$ cat config.mk
export PLATFORM = sky130hd
export DESIGN_NAME = seq_divider_128by64_flat
export DESIGN_NICKNAME = d
export VERILOG_FILES = /design/src/rtl/seq_divider_128by64_pkg.sv /design/src/rtl/seq_divider_128by64_if.sv /design/src/rtl/seq_divider_128by64_div_step.sv /design/src/rtl/seq_divider_128by64.sv /design/src/flat_wrapper.sv
export SDC_FILE = /design/constraint.sdc
export NUM_CORES = 1
export LEC_CHECK = 0
export ABC_AREA = 1
export CAP_MARGIN = 20
export CORE_MARGIN = 1
export CORE_UTILIZATION = 45
export CTS_CLUSTER_SIZE = 12
export DETAILED_ROUTE_END_ITERATION = 10
export GPL_ROUTABILITY_DRIVEN = 1
export PLACE_DENSITY = 0.67
export REMOVE_ABC_BUFFERS = 1
export SLEW_MARGIN = 20
export SYNTH_ARGS = -nofsm -noshare
export SYNTH_HDL_FRONTEND = slang
export SYNTH_SLANG_ARGS = --single-unit
$ cat constraint.sdc
create_clock -name clk -period 3.05 [get_ports clk]
set_clock_uncertainty 0.05 [all_clocks]
set_input_delay 0.61 -clock clk [delete_from_list [all_inputs] [get_ports clk]]
set_output_delay 0.61 -clock clk [all_outputs]
set_load 0.05 [all_outputs]
$ cat src/rtl/seq_divider_128by64_pkg.sv
// Shared types and defaults for the 128/64 sequential restoring divider.
// FSM encodings match the multiplier-side arithmetic unit (IDLE=0, BUSY=1, DONE=2).
package seq_divider_128by64_pkg;

    localparam int DIV_WIDTH = 64;
    localparam int DIV_CNT_W = 7;

    typedef enum logic [1:0] {
        DIV_IDLE = 2'd0,
        DIV_BUSY = 2'd1,
        DIV_DONE = 2'd2
    } div_state_t;

endpackage

$ cat src/rtl/seq_divider_128by64_if.sv
// Operand/result handshake bundle for the sequential divider.
// master = operand producer / result consumer, slave = the divider.
interface seq_divider_128by64_if
    import seq_divider_128by64_pkg::*;
#(
    parameter int WIDTH = DIV_WIDTH
);

    logic                 in_valid;
    logic                 in_ready;
    logic [2*WIDTH-1:0]   dividend;
    logic [WIDTH-1:0]     divisor;
    logic                 out_valid;
    logic                 out_ready;
    logic [WIDTH-1:0]     quotient;
    logic [WIDTH-1:0]     remainder;
    logic                 div_zero;
    logic                 overflow;

    modport master (
        output in_valid, dividend, divisor, out_ready,
        input  in_ready, out_valid, quotient, remainder, div_zero, overflow
    );

    modport slave (
        input  in_valid, dividend, divisor, out_ready,
        output in_ready, out_valid, quotient, remainder, div_zero, overflow
    );

endinterface

$ cat src/rtl/seq_divider_128by64_div_step.sv
// One restoring-division step: trial subtract of the divisor from the shifted
// partial remainder, keeping the difference only when it does not go negative.
module seq_divider_128by64_div_step
    import seq_divider_128by64_pkg::*;
#(
    parameter int WIDTH = DIV_WIDTH
) (
    input  logic [WIDTH-1:0] rem,
    input  logic             q_msb,
    input  logic [WIDTH-1:0] dsr,
    output logic [WIDTH-1:0] rem_next,
    output logic             q_bit
);

    logic [WIDTH:0] trial;

    // rem < dsr keeps {rem,q_msb} < 2*dsr, so W+1 bits hold the sign cleanly
    always_comb begin
        trial    = {rem, q_msb} - {1'b0, dsr};
        q_bit    = ~trial[WIDTH];
        rem_next = q_bit ? trial[WIDTH-1:0] : {rem[WIDTH-2:0], q_msb};
    end

endmodule

$ cat src/rtl/seq_divider_128by64.sv
// Iterative radix-2 restoring divider, 2W-bit dividend / W-bit divisor.
// Define DIV_EARLY_OUT_EN to send overflow/divide-by-zero ops straight to DONE.
//
// state    | meaning
// DIV_IDLE | in_ready high, waiting for operands
// DIV_BUSY | one quotient bit per clock, counter WIDTH-1 down to 0
// DIV_DONE | result held on outputs until out_ready
module seq_divider_128by64
    import seq_divider_128by64_pkg::*;
#(
    parameter int WIDTH = DIV_WIDTH,
    parameter int CNT_W = DIV_CNT_W
) (
    input  logic                  clk,
    input  logic                  rst_n,
    seq_divider_128by64_if.slave  bus
);

    div_state_t        state;
    logic [CNT_W-1:0]  cnt;
    logic [WIDTH-1:0]  rem;
    logic [WIDTH-1:0]  q;
    logic [WIDTH-1:0]  dsr;
    logic [WIDTH-1:0]  lo_hold;
    logic              ovf_r;
    logic              dz_r;

    logic              in_ready_r;
    logic              out_valid_r;
    logic [WIDTH-1:0]  quotient_r;
    logic [WIDTH-1:0]  remainder_r;
    logic              div_zero_r;
    logic              overflow_r;

    logic [WIDTH-1:0]  hi_in;
    logic [WIDTH-1:0]  lo_in;
    logic              ovf_in;
    logic              dz_in;
    logic [WIDTH-1:0]  rem_next;
    logic              q_bit;

    assign hi_in  = bus.dividend[2*WIDTH-1:WIDTH];
    assign lo_in  = bus.dividend[WIDTH-1:0];
    // a zero divisor always satisfies hi >= divisor, so overflow also flags it
    assign ovf_in = (hi_in >= bus.divisor);
    assign dz_in  = (bus.divisor == '0);

    seq_divider_128by64_div_step #(.WIDTH(WIDTH)) u_step (
        .rem      (rem),
        .q_msb    (q[WIDTH-1]),
        .dsr      (dsr),
        .rem_next (rem_next),
        .q_bit    (q_bit)
    );

    always_ff @(posedge clk or negedge rst_n) begin
        if (!rst_n) begin
            state       <= DIV_IDLE;
            cnt         <= '0;
            rem         <= '0;
            q           <= '0;
            dsr         <= '0;
            lo_hold     <= '0;
            ovf_r       <= 1'b0;
            dz_r        <= 1'b0;
            in_ready_r  <= 1'b1;
            out_valid_r <= 1'b0;
            quotient_r  <= '0;
            remainder_r <= '0;
            div_zero_r  <= 1'b0;
            overflow_r  <= 1'b0;
        end else begin
            case (state)
                DIV_IDLE: begin
                    if (bus.in_valid) begin
                        rem        <= hi_in;
                        q          <= lo_in;
                        dsr        <= bus.divisor;
                        lo_hold    <= lo_in;
                        cnt        <= CNT_W'(WIDTH - 1);
                        ovf_r      <= ovf_in;
                        dz_r       <= dz_in;
                        in_ready_r <= 1'b0;
`ifdef DIV_EARLY_OUT_EN
                        if (ovf_in) begin
                            state       <= DIV_DONE;
                            out_valid_r <= 1'b1;
                            quotient_r  <= '1;
                            remainder_r <= lo_in;
                            overflow_r  <= 1'b1;
                            div_zero_r  <= dz_in;
                        end else begin
                            state <= DIV_BUSY;
                        end
`else
                        state      <= DIV_BUSY;
`endif
                    end
                end
                DIV_BUSY: begin
                    rem <= rem_next;
                    q   <= {q[WIDTH-2:0], q_bit};
                    if (cnt == '0) begin
                        state       <= DIV_DONE;
                        out_valid_r <= 1'b1;
                        overflow_r  <= ovf_r;
                        div_zero_r  <= dz_r;
                        if (ovf_r) begin
                            quotient_r  <= '1;
                            remainder_r <= lo_hold;
                        end else begin
                            quotient_r  <= {q[WIDTH-2:0], q_bit};
                            remainder_r <= rem_next;
                        end
                    end else begin
                        cnt <= cnt - 1'b1;
                    end
                end
                DIV_DONE: begin
                    if (bus.out_ready) begin
                        state       <= DIV_IDLE;
                        in_ready_r  <= 1'b1;
                        out_valid_r <= 1'b0;
                        quotient_r  <= '0;
                        remainder_r <= '0;
                        div_zero_r  <= 1'b0;
                        overflow_r  <= 1'b0;
                    end
                end
                default: begin
                    state       <= DIV_IDLE;
                    in_ready_r  <= 1'b1;
                    out_valid_r <= 1'b0;
                end
            endcase
        end
    end

    assign bus.in_ready  = in_ready_r;
    assign bus.out_valid = out_valid_r;
    assign bus.quotient  = quotient_r;
    assign bus.remainder = remainder_r;
    assign bus.div_zero  = div_zero_r;
    assign bus.overflow  = overflow_r;

endmodule

$ cat src/flat_wrapper.sv
// flat-port wrapper written by rule: the top's interface ports become plain ports
module seq_divider_128by64_flat import seq_divider_128by64_pkg::*;
#(
    parameter int WIDTH = DIV_WIDTH,
    parameter int CNT_W = DIV_CNT_W
)
  (clk, rst_n, bus_in_valid, bus_dividend, bus_divisor, bus_out_ready, bus_in_ready, bus_out_valid, bus_quotient, bus_remainder, bus_div_zero, bus_overflow);
  seq_divider_128by64_if #(.WIDTH(WIDTH)) bus_i ();
  input  logic clk;
  input  logic rst_n;
  input wire logic [$bits(bus_i.in_valid)-1:0] bus_in_valid;
  input wire logic [$bits(bus_i.dividend)-1:0] bus_dividend;
  input wire logic [$bits(bus_i.divisor)-1:0] bus_divisor;
  input wire logic [$bits(bus_i.out_ready)-1:0] bus_out_ready;
  output wire logic [$bits(bus_i.in_ready)-1:0] bus_in_ready;
  output wire logic [$bits(bus_i.out_valid)-1:0] bus_out_valid;
  output wire logic [$bits(bus_i.quotient)-1:0] bus_quotient;
  output wire logic [$bits(bus_i.remainder)-1:0] bus_remainder;
  output wire logic [$bits(bus_i.div_zero)-1:0] bus_div_zero;
  output wire logic [$bits(bus_i.overflow)-1:0] bus_overflow;
  assign bus_i.in_valid = bus_in_valid;
  assign bus_i.dividend = bus_dividend;
  assign bus_i.divisor = bus_divisor;
  assign bus_i.out_ready = bus_out_ready;
  assign bus_in_ready = bus_i.in_ready;
  assign bus_out_valid = bus_i.out_valid;
  assign bus_quotient = bus_i.quotient;
  assign bus_remainder = bus_i.remainder;
  assign bus_div_zero = bus_i.div_zero;
  assign bus_overflow = bus_i.overflow;
  seq_divider_128by64 #(.WIDTH(WIDTH), .CNT_W(CNT_W)) u_core (.clk(clk), .rst_n(rst_n), .bus(bus_i));
endmodule
==> results by group, run 1 <==
Place
  – Detailed Place HPWL: between 60 and 70 mm
  – Placed Cells: 4577
  – Worst slack at placement: -0.468 ns
  – DP Area: between 20000 and 30000 µm²
  – PortBufs: roughly 330
  – GPL Wtd Cong: 1.01

Critical path
  – Reg-to-reg startpoint: u_core.rem[19]
  – R2r worst-path depth: 15
  – Worst EP required: between 3 and 4 ns
  – RR Endpoint: u_core.bus.remainder[42]
  – Crit path DAT: ~3.3 ns
  – Worst Path Max Fanout: 7
  – Crit. End Element: register
  – R2R setup slack: roughly 0.12 ns
  – Startpoint types: register
  – WS Path Type: register to register

Floorplan
  – Die Footprint: ~56000 µm²
  – Die Width: 237 µm
  – Initial Util: 0.458
  – Core Region: between 50000 and 60000 µm²
  – Die H: 237 µm
  – IO Pins: between 300 and 400
  – Rows: 85

Global routing
  – GR Layer Usage met3: 0.0586
  – Grt met2 use: 0.475
  – Gr usage total: 0.321
  – Global-route wire length before repair: 138 mm
  – Pin count of the biggest net entering global routing: 154
  – Grt peak-use layer: met2
  – Global-route track usage on met1: 0.473
  – Antenna violations before repair: 4
  – Number of global-route vias before repair: between 20000 and 25000
  – Congestion Overflow GR: 0

Clocking
  – Clock tree buffer depth: 3
  – Worst skew pair latency: around 0.6 ns
  – Clock sinks: approximately 400
  – H-tree Lvls: 2
  – Reg clk slew, reported paths: roughly 0.060 ns
  – Clock root buffer: clkbuf_16
  – Num CTS Buffers: 46
  – Post-CTS Setup Bufs: 0
  – CTS tree: done

Power and ir drop
  – Pwr Density: roughly 1400 nW/µm²
  – Maximum vdd drop: 0.000840 V
  – Leakage: around 16 nW

Synth
  – Synth Flop Type: dfrtp_1
  – Mapped Avg Cell Area: between 6 and 7 µm²
  – Synth Register Bits: about 400
  – Sequential cell area fraction in the yosys report: 0.403
  – Cell count after synthesis: around 3600
  – Synth warnings: 0
  – Post-Syn Area: between 20000 and 25000 µm²
  – Asr flop ratio synth: 1.00
  – Yosys cell types: 46
  – Post-synth EDFFs: 0

Finish
  – Share of layout cells above drive strength 1: 0.0597
  – Storage element area: about 10000 µm²
  – Fill cells: 5219
  – Non-filler cells, final: about 4700
  – Design area: slightly above 30000 µm²
  – Area of the multi-input gates: around 12000 µm²
  – Layout Nets: ~4300
  – Area Overhead vs Synth: 25.6%
  – Most frequent cells in the layout: nand2_1, inv_1, dfrtp_1
  – Most common cell after layout, fill and taps aside: nand2_1

Timing
  – Fmax: between 300 and 400 MHz
  – Setup-failing EPs final: 0
  – Post-layout min period: 2.93 ns
  – Final setup TNS: 0 ns
  – Final clock period utilization by the worst path: 0.960
  – Slew @ Worst Pin: 0.802 ns
  – Worst rel slew slack: 0.466
  – Final Hold Vio Count: 0
  – Setup slack after layout: about 0.12 ns
  – Fin Hold WS: 0.434 ns
  – Fin. max-slew vios: 0

Min path
  – Hold Crit Class: register to register
  – Hold depth: 2
  – Hold path endpoint: u_core.dsr[32]
  – Critical hold path startpoint: u_core.dsr[32]

Detailed routing
  – Vias per cell: about 5.2
  – Drt drc: 0
  – Routed Wire Length: approximately 91 mm
  – Pre-antenna DRT Iters: 8
  – Drt wl/cell: slightly below 20 µm
  – DR iter-0 viols: 2340
  – Detailed-route via count: around 24000
  – Number of routed nets with antenna violations: 0

Run
  – Max Cap Viol: 0

Status
  – Status: completed
## power by group
group          total, mW  internal (mW)  leakage, nW  switching, mW
Clock               5.58           3.21        0.734           2.37
Sequential          9.65           7.97         4.92           1.68
Combinational       28.1           9.63         10.6           18.4
Total               43.3           20.8         16.2           22.5
## registers in the layout, summed over array words and instances, names as in the netlist, 2 cells and up
signal / cells
u_core.lo_hold: 64
u_core.dsr: 64
u_core.state: 2
u_core.bus.remainder: 64
u_core.bus.quotient: 64
u_core.q: 64
u_core.rem: 64
u_core.cnt: 7
## Yosys cell counts, drive strengths merged, types with 27 or more instances
cell | n | area (µm²)
clkbuf | 87 | 327
o22ai | 65 | 407
ha | 130 | 1630
nor2 | 140 | 548
buf | 29 | 194
a21oi | 112 | 568
dfrtp | 398 | 9960
inv | 741 | 2780
xnor2 | 27 | 236
nand3 | 297 | 1490
nand4 | 31 | 194
nand2 | 1108 | 4210
o21ai | 308 | 1540
## kinds of logic (layout without fill, tap and decap cells)
logic type | after synthesis | after routing | synth area share
AO/OA/AOI/OAI | 526 | 526 | 0.115
buffers and inverters | 857 | 1262 | 0.133
AND/OR/NAND/NOR | 1619 | 1619 | 0.271
flip-flops | 399 | 399 | 0.403
XOR/XNOR | 33 | 33 | 0.0117
adder cells (fa/ha/maj) | 131 | 131 | 0.0665
other | 0 | 1 | 0
## per-stage QoR
step / total power [mW] / util
detailed placement: 36.5 / 0.544
floorplan: 26.5 / -
finish: 43.3 / 0.575
CTS: 42.2 / 0.572
global route: 46.4 / 0.575
global placement: 36.3 / 0.544
## metal layers
| layer | share of wire | routed length [µm] |
|---|---|---|
| met2 | 0.43 | 38800 |
| met3 | 0.078 | 7080 |
| met1 | 0.46 | 41700 |
| met4 | 0.033 | 2980 |
| met5 | 0.00049 | 44 |
## final cells by class
| class | instances | share of cell area |
|---|---|---|
| multi-input cells | 2309 | 0.373 |
| flip-flops and latches | 399 | 0.321 |
| repair buffers | 437 | 0.141 |
| inverters | 741 | 0.0895 |
| clock buffers | 74 | 0.0445 |
| well taps | 696 | 0.0280 |
| clock inverters | 10 | 0.00358 |
| diodes | 1 | 0.0000804 |
## repair_timing
item                                    CTS  global route
endpoints found under the hold margin    38             0
resized for setup                         0            22
hold buffers                              1             0
endpoints found under the setup margin    0            67
## worst max-delay path by stage
| stage | start | to | depth (start not counted) |
|---|---|---|---|
| floorplan | bus_in_valid | u_core.rem[35] | 7 |
| global placement | bus_divisor[15] | u_core.ovf_r | 13 |
| detailed placement | bus_divisor[15] | u_core.ovf_r | 13 |
| CTS | u_core.dsr[43] | u_core.rem[24] | 15 |
| global route | u_core.q[63] | u_core.bus.remainder[32] | 21 |
| finish | u_core.rem[19] | u_core.bus.remainder[42] | 15 |
## critical path, cell delays in order (launching register included)
cell and delay, ns:
dfrtp_1 0.41, ha_1 0.41, nand2_1 0.14, nor2_1 0.21, nand2_1 0.11, nor2_1 0.17
nand2_2 0.09, nand2_4 0.07, nand2_2 0.07, nand2_2 0.09, nand2_1 0.11, nand2_4 0.23
buf_12 0.17, nand2_1 0.12, nand3_1 0.24, nand2_1 0.08
(Power assumes the default switching activity.)
==> run 2: changes to the inputs <==
- CAP_MARGIN: 20 -> default
==> results of run 2 <==
Final layout, timing and power as in run 1 (identical DEF).
